`config.mk`:
```
export PLATFORM = sky130hd
export DESIGN_NAME = wb_stage
export DESIGN_NICKNAME = d
export VERILOG_FILES = /design/src/rtl/wb_stage.sv
export SDC_FILE = /design/constraint.sdc
export NUM_CORES = 1
export LEC_CHECK = 0
export ABC_CLOCK_PERIOD_IN_PS = 3300
export CAP_MARGIN = 5
export CORE_ASPECT_RATIO = 0.5
export CORE_MARGIN = 1.5
export CORE_UTILIZATION = 49
export DETAILED_ROUTE_END_ITERATION = 12
export HOLD_SLACK_MARGIN = 0.02
export PLACE_DENSITY = 0.85
export SYNTH_ARGS = -nofsm -noshare
export SYNTH_HDL_FRONTEND = slang
export SYNTH_SLANG_ARGS = --single-unit
```
`constraint.sdc`:
```
create_clock -name clk -period 3.3 [get_ports clk]
set_input_delay 0.33 -clock clk [delete_from_list [all_inputs] [get_ports clk]]
set_output_delay 0.33 -clock clk [all_outputs]
set_load 0.02 [all_outputs]
```
`src/rtl/wb_stage.sv`:
```
`default_nettype none
// ============================================================================
//  Module      : wb_stage
//  Description : RV32I writeback stage. Accepts retiring instructions from MEM,
//                waits for data-memory load responses, aligns and extends the
//                load data, and drives one registered register-file write per
//                cycle together with a load-pending hazard flag and a retire
//                counter.
//  Revision    : 1.0 - initial release
// ============================================================================
module wb_stage #(
    parameter int XLEN  = 32,
    parameter int CNT_W = 32
) (
    input  logic             clk,
    input  logic             rst_n,
    input  logic             in_valid,
    output logic             in_ready,
    input  logic             in_reg_write,
    input  logic [4:0]       in_rd_addr,
    input  logic [1:0]       in_wb_sel,
    input  logic [XLEN-1:0]  in_alu_result,
    input  logic [XLEN-1:0]  in_pc,
    input  logic [2:0]       in_funct3,
    input  logic             mem_rsp_valid,
    input  logic [XLEN-1:0]  mem_rsp_data,
    output logic             reg_write,
    output logic [4:0]       rd_addr,
    output logic [XLEN-1:0]  rd_data,
    output logic             load_pending,
    output logic [4:0]       load_rd,
    output logic             misalign_err,
    output logic [CNT_W-1:0] retire_count
);

    localparam logic [1:0] c_WB_LOAD = 2'b01;
    localparam logic [1:0] c_WB_PC4  = 2'b10;

    typedef enum logic [0:0] {
        S_IDLE      = 1'b0,
        S_LOAD_WAIT = 1'b1
    } state_t;

    state_t            r_state;
    logic              r_ld_we;
    logic [2:0]        r_ld_funct3;
    logic [1:0]        r_ld_off;

    logic              w_accept;
    logic [7:0]        w_byte;
    logic [15:0]       w_half;
    logic [XLEN-1:0]   w_load_data;
    logic              w_misalign;

    assign in_ready = (r_state == S_IDLE);
    assign w_accept = in_valid & in_ready;

    // Extract, extend and alignment-check the pending load from the raw word
    always_comb begin
        w_load_data = mem_rsp_data;
        w_misalign  = 1'b0;
        case (r_ld_off)
            2'd0:    w_byte = mem_rsp_data[7:0];
            2'd1:    w_byte = mem_rsp_data[15:8];
            2'd2:    w_byte = mem_rsp_data[23:16];
            default: w_byte = mem_rsp_data[31:24];
        endcase
        w_half = r_ld_off[1] ? mem_rsp_data[31:16] : mem_rsp_data[15:0];
        case (r_ld_funct3)
            3'b000: w_load_data = {{(XLEN-8){w_byte[7]}}, w_byte};
            3'b100: w_load_data = {{(XLEN-8){1'b0}}, w_byte};
            3'b001: begin
                w_load_data = {{(XLEN-16){w_half[15]}}, w_half};
                w_misalign  = r_ld_off[0];
            end
            3'b101: begin
                w_load_data = {{(XLEN-16){1'b0}}, w_half};
                w_misalign  = r_ld_off[0];
            end
            // LW and the unused encodings 011/110/111 are all full-word loads
            default: begin
                w_load_data = mem_rsp_data;
                w_misalign  = |r_ld_off;
            end
        endcase
    end

    // Accept/load FSM with registered register-file write port and counter
    always_ff @(posedge clk or negedge rst_n) begin
        if (!rst_n) begin
            r_state      <= S_IDLE;
            r_ld_we      <= 1'b0;
            r_ld_funct3  <= 3'b000;
            r_ld_off     <= 2'b00;
            reg_write    <= 1'b0;
            rd_addr      <= 5'd0;
            rd_data      <= '0;
            load_pending <= 1'b0;
            load_rd      <= 5'd0;
            misalign_err <= 1'b0;
            retire_count <= '0;
        end else begin
            // Write enable and error flag are single-cycle pulses
            reg_write    <= 1'b0;
            misalign_err <= 1'b0;
            case (r_state)
                S_IDLE: begin
                    if (w_accept) begin
                        if (in_wb_sel == c_WB_LOAD) begin
                            r_ld_we      <= in_reg_write;
                            r_ld_funct3  <= in_funct3;
                            r_ld_off     <= in_alu_result[1:0];
                            load_pending <= 1'b1;
                            load_rd      <= in_rd_addr;
                            r_state      <= S_LOAD_WAIT;
                        end else begin
                            reg_write    <= in_reg_write & (in_rd_addr != 5'd0);
                            rd_addr      <= in_rd_addr;
                            rd_data      <= (in_wb_sel == c_WB_PC4) ? (in_pc + XLEN'(4))
                                                                     : in_alu_result;
                            retire_count <= retire_count + CNT_W'(1);
                        end
                    end
                end
                S_LOAD_WAIT: begin
                    if (mem_rsp_valid) begin
                        // A misaligned load still retires, but never writes rd
                        reg_write    <= r_ld_we & (load_rd != 5'd0) & ~w_misalign;
                        misalign_err <= w_misalign;
                        rd_addr      <= load_rd;
                        rd_data      <= w_load_data;
                        load_pending <= 1'b0;
                        retire_count <= retire_count + CNT_W'(1);
                        r_state      <= S_IDLE;
                    end
                end
                default: r_state <= S_IDLE;
            endcase
        end
    end

endmodule
`default_nettype wire

```
Word-level counts from Yosys, hierarchy flattened. Cells that the tools add are included.

Bits in registers: 84. Word-level logic and storage cells: 71. Output and inout port bits: 78.

$add $sub $neg: 2. Reduce and logical (&&, ||, !) cells: 10. Equality and inequality tests: 11. Multiplexer cells: 31. Bitwise logic cells: 6.

Operators with widths (number): $mux W32 (7); $pmux W32 S2 (2); $pmux W32 S4 (1); $add A32 B1 Y32 const B (1); $add A32 B3 Y32 const B (1); $pmux W8 S3 (1); $mux W16 (1); $mux W5 (3); $mux W1 (11); $pmux W5 S2 (1); $reduce_bool A5 Y1 (2); $reduce_and A3 Y1 (3); $pmux W1 S2 (4); $eq A3 B3 Y1 const B (2); $reduce_or A2 Y1 (3); $and A1 B1 Y1 (4); $eq A2 B1 Y1 const B (2); $eq A2 B2 Y1 const B (2); $ne A2 B1 Y1 const B (2); $ne A2 B2 Y1 const B (2); $eq A3 B1 Y1 const B (1); $logic_not A3 Y1 (1); $logic_not A2 Y1 (1); $not A1 Y1 (2).

Longest topological paths before layout.
Depth after elaboration: 7. Gate-level depth with buffers: 7. Mapped depth without buffers: 6.

Worst setup path after synthesis. OpenSTA, ideal clock, no wires.

Kind: input to register. Start: input port in_pc[2]. End: register rd_data[8]. Path buffers: 0. Setup time: 126 ps. Stages on the path: 6. Arrival: 1575 ps. Slack: 1599 ps. Cells stage by stage: ha_1 > nand4_1 > or2_2 > xor2_1 > o21ai_0 > a221o_1.

Longest elaborated chain between the ends: 5.

RTL lines: from (decl) (RTL line 23) `input logic [XLEN-1:0] in_pc,`; $add A32 B3 Y32 (RTL line 119) `rd_data <= (in_wb_sel == c_WB_PC4) ? (in_pc + XLEN'(4))`; $mux W32 (RTL line 119); $mux W32 (RTL line 109) `if (in_wb_sel == c_WB_LOAD) begin`; $mux W32 (RTL line 108) `if (w_accept) begin`; $pmux W32 S2 (RTL line 106) `case (r_state)`; to (signal assigned) (RTL line 119); to (signal assigned) (RTL line 131) `rd_data <= w_load_data;`; to (decl) (RTL line 29) `output logic [XLEN-1:0] rd_data,`.

Every way passes these cells. The select of a mux whose other input is x is not followed. A chain may end at the register's enable or synchronous reset.

Final worst setup path.
Start: register r_ld_off[1]. End: register rd_data[15].

Longest elaborated chain between the ends: 5. Elaborated cells on any way between the ends: 8. Those cells by class: eq/ne: 2; mux: 5; reduce/logical: 1.

RTL lines: from (decl) (RTL line 47) `logic [1:0] r_ld_off;`; from (signal assigned) (RTL line 112) `r_ld_off <= in_alu_result[1:0];`; $eq A2 B2 Y1, or another cell as far along (RTL line 62) `case (r_ld_off)`; $pmux W8 S3 (RTL line 62); $pmux W32 S4 * (RTL line 69) `case (r_ld_funct3)`; $mux W32 * (RTL line 126) `if (mem_rsp_valid) begin`; $pmux W32 S2 * (RTL line 106).

Mark *: on every way between the ends. The rest lies on a longest branch, timed or not. The select of a mux whose other input is x is not followed.

==> summary.txt <==
==========================================================================================
Syn Std Cell Area                                                                 5180 um2
Global Route met1 Usage                                                              43.4%
Max rail drop VDD                                                               0.000249 V
Final weighted congestion in routability-driven placement                            0.942
Unrepaired setup endpoints after global routing                                         no
Hold violation count in the final report                                                 0
Leading post-synthesis cells by instance count                                84 x dfrtp_1, 48 x nand2_1, 44 x nor2_1
TritonCTS clock tree                                                                   yes
Worst slack on hold paths                                                           202 ps
Critical Setup Path Class                                                       reg -> reg
Required time of the critical path                                                 3520 ps
Most Used Layer, Global Route                                                         met2
Average wire length per cell after detail routing                                  19.6 um
Clock edge transition at the registers on the reported setup and hold paths          70 ps
Master cell of the clock root buffer                                             clkbuf_16
Count of unresolved DRC violations after routing                                         0
Total clock buffers created by CTS                                                       9
Cell type contributing the most total cell area after synthesis                    dfrtp_1
Clock insertion delay at the later pin of the skew report                           340 ps
Netlist cell types                                                                      58
TritonCTS Sinks                                                                         84
Total power divided by cell area                                                508 nW/um2
Final Skew                                                                         7.38 ps
Post-synth EDFFs                                                                         0
Number of antenna violations at the first check in global routing                        0
Count of mapped cells out of synthesis                                                 560
Met3 Use GR                                                                          4.73%
P&R area growth vs syn                                                               43.9%
Largest cells by area after synthesis                                         dfrtp_1 41%, xnor2_1 5.1%, xor2_1 4.2%, mux2_2 3.5%, nand2_1 3.5%
Hold buffer count at cts                                                                 0
Largest net degree at the start of global routing                                       85
Count of vias placed by the detailed router                                           5218
Post-route ant nets                                                                      0
Number of failing setup endpoints in the final timing report                             0
Final Instance Count excl. Fillers                                                     884
IO Pins                                                                                189
Share of cells above drive strength 1                                                7.66%
Leading register cell type out of synthesis                                        dfrtp_1
First-pass GRT wire length                                                        26700 um
Mapped Avg Cell Area                                                              9.25 um2
Worst-Margin Slew                                                                  1080 ps
Static leakage                                                                     2.95 nW
Yosys warning total                                                                      0
Worst endpoint data arrival time                                                   2610 ps
Max Clk Rate                                                                     0.417 GHz
Met2 demand-to-capacity share in global routing                                      54.2%
Remaining Overflow, GRT                                                                  0
Post-CTS setup buffer count                                                              0
Number of nets in the synthesized netlist                                              673
Max-cap viol count                                                                       0
Count of port buffers added during placement                                           188
Per-cell via count in the routed design                                               5.90
Setup TNS after final layout                                                          0 ps
Level count of the clock H-tree                                                          3
Number of detailed-routing iterations run before antenna repair                          4
Layout Nets                                                                            852
Via count of the first global-routing pass                                            4918
Worst-case clock buffer depth                                                            2
Core Footprint                                                                   10200 um2
Total global-route track usage                                                       31.5%
Number of cells in the design after placement                                          868
Path category of the worst min-delay check                                     in -> async
Detailed Route Iter0 Violations                                                        386
Worst-path fanout max                                                                   15
Share of the synthesized area in the top cell type                                   40.6%
Antenna cells                                                                            0
Async S/R FF share, synth                                                             100%
Die height                                                                         75.7 um
Power after layout                                                               0.00379 W
Kind of end point of the critical path                                            register
Synthesis-stage register bit count                                                      84
Die boundary width                                                                  148 um
Final slew viol count                                                                    0
Tmin final                                                                         2400 ps
Worst slew margin                                                                    27.7%
Die outline area                                                                 11200 um2
Initial Utilization                                                                  50.5%
Type of origin of the critical path                                               register
Most numerous cell in the Yosys netlist                                            dfrtp_1
HPWL after DPL                                                                    13200 um
Count of standard-cell rows                                                             26
Final worst-path cycle share                                                         72.6%
Outcome                                                                       finished, final reports clean
Sequential share of the synthesized area                                             40.6%
PostCTS Resize Cnt                                                                       0
Routed Wire Length                                                                17400 um
==========================================================================================
## cells by family after synthesis
group | Yosys count | synth area share [%]
compound gates | 144 | 19.1
xor+xnor | 55 | 9.30
fa+ha+maj | 2 | 0.483
buf+inv | 40 | 3.55
flops | 84 | 40.6
mux | 25 | 5.22
simple gates | 210 | 21.7
## layout by cell type (no fill, tap or decap), types with 6 or more instances in the layout
cell type | Yosys | final
clkdlybuf4s50_1 | 0 | 187
dfrtp_1 | 84 | 84
nand2_1 | 48 | 48
nor2_1 | 44 | 44
a21oi_1 | 34 | 34
o21ai_0 | 32 | 32
xnor2_1 | 30 | 30
nand4_1 | 26 | 26
xor2_1 | 25 | 25
nand3_1 | 22 | 22
mux2_2 | 16 | 16
nor3_1 | 15 | 15
inv_1 | 11 | 11
and4_1 | 11 | 11
o22ai_1 | 10 | 10
o211ai_1 | 10 | 10
mux2i_1 | 9 | 9
a31oi_1 | 9 | 9
clkbuf_16 | 0 | 9
buf_4 | 2 | 9
and2_1 | 8 | 8
and3_1 | 8 | 8
a211o_1 | 7 | 7
nand2b_1 | 6 | 6
o221ai_1 | 6 | 6
a211oi_1 | 6 | 6
## registers in the layout, indices dropped and copies added (netlist names)
name and count:
rd_data 32, misalign_err 1, r_ld_we 1, r_state 1, retire_count 32, r_ld_off 2
rd_addr 5, load_rd 5, load_pending 1, r_ld_funct3 3, reg_write 1
## layout make-up
| cell class | instances | area (um2) |
|---|---|---|
| Inverter | 12 | 45.0 |
| Timing Repair Buffer | 196 | 1940 |
| Multi-Input combinational cell | 436 | 2890 |
| Clock buffer | 10 | 229 |
| Fill cell | 825 | 2790 |
| Sequential cell | 84 | 2100 |
| Clock inverter | 6 | 71.3 |
| Tap cell | 140 | 175 |
## critical path, stage by stage, from the launching register on
cell	delay, ps
dfrtp_1	720
clkinv_1	470
mux2i_1	280
o31a_2	250
o21ai_0	210
a221o_1	350
## metrics by stage
step           setup slack, ps  area [um2]  util (%)
6_report                   904        7450      72.7
5_1_grt                    743        7450      72.7
4_1_cts                    962        7450      72.7
3_5_place_dp               779        7150      69.8
3_3_place_gp               900        7150      69.8
2_1_floorplan             1600        5180         -
## metal layers
metal | part of all wire, % | wire, um
met5 | 0 | 0
met4 | 1.3 | 228
met3 | 5.4 | 934
met2 | 48 | 8330
met1 | 45 | 7850
## report_power, final
| part | switching [W] | total (W) | internal (W) |
|---|---|---|---|
| clock network | 0.000441 | 0.00103 | 0.000594 |
| registers | 0.000195 | 0.00140 | 0.00121 |
| logic | 0.000701 | 0.00135 | 0.000650 |
| total | 0.00134 | 0.00379 | 0.00245 |
## worst paths after layout
check | from | endpoint | slack, ps | depth (start not counted)
max | r_ld_off[1]$_DFFE_PN0P_ | rd_data[15]$_DFFE_PN0P_ | 900 | 5
min | rst_n | retire_count[26]$_DFFE_PN0P_ | 200 | 1
max reg2reg | r_ld_off[1]$_DFFE_PN0P_ | rd_data[15]$_DFFE_PN0P_ | 900 | 5
min reg2reg | retire_count[31]$_DFFE_PN0P_ | retire_count[31]$_DFFE_PN0P_ | 480 | 1
max in group asynchronous | rst_n | rd_data[23]$_DFFE_PN0P_ | 2420 | 1
min in group clk | retire_count[31]$_DFFE_PN0P_ | retire_count[31]$_DFFE_PN0P_ | 480 | 1
Power figures use the tool's default switching activity.
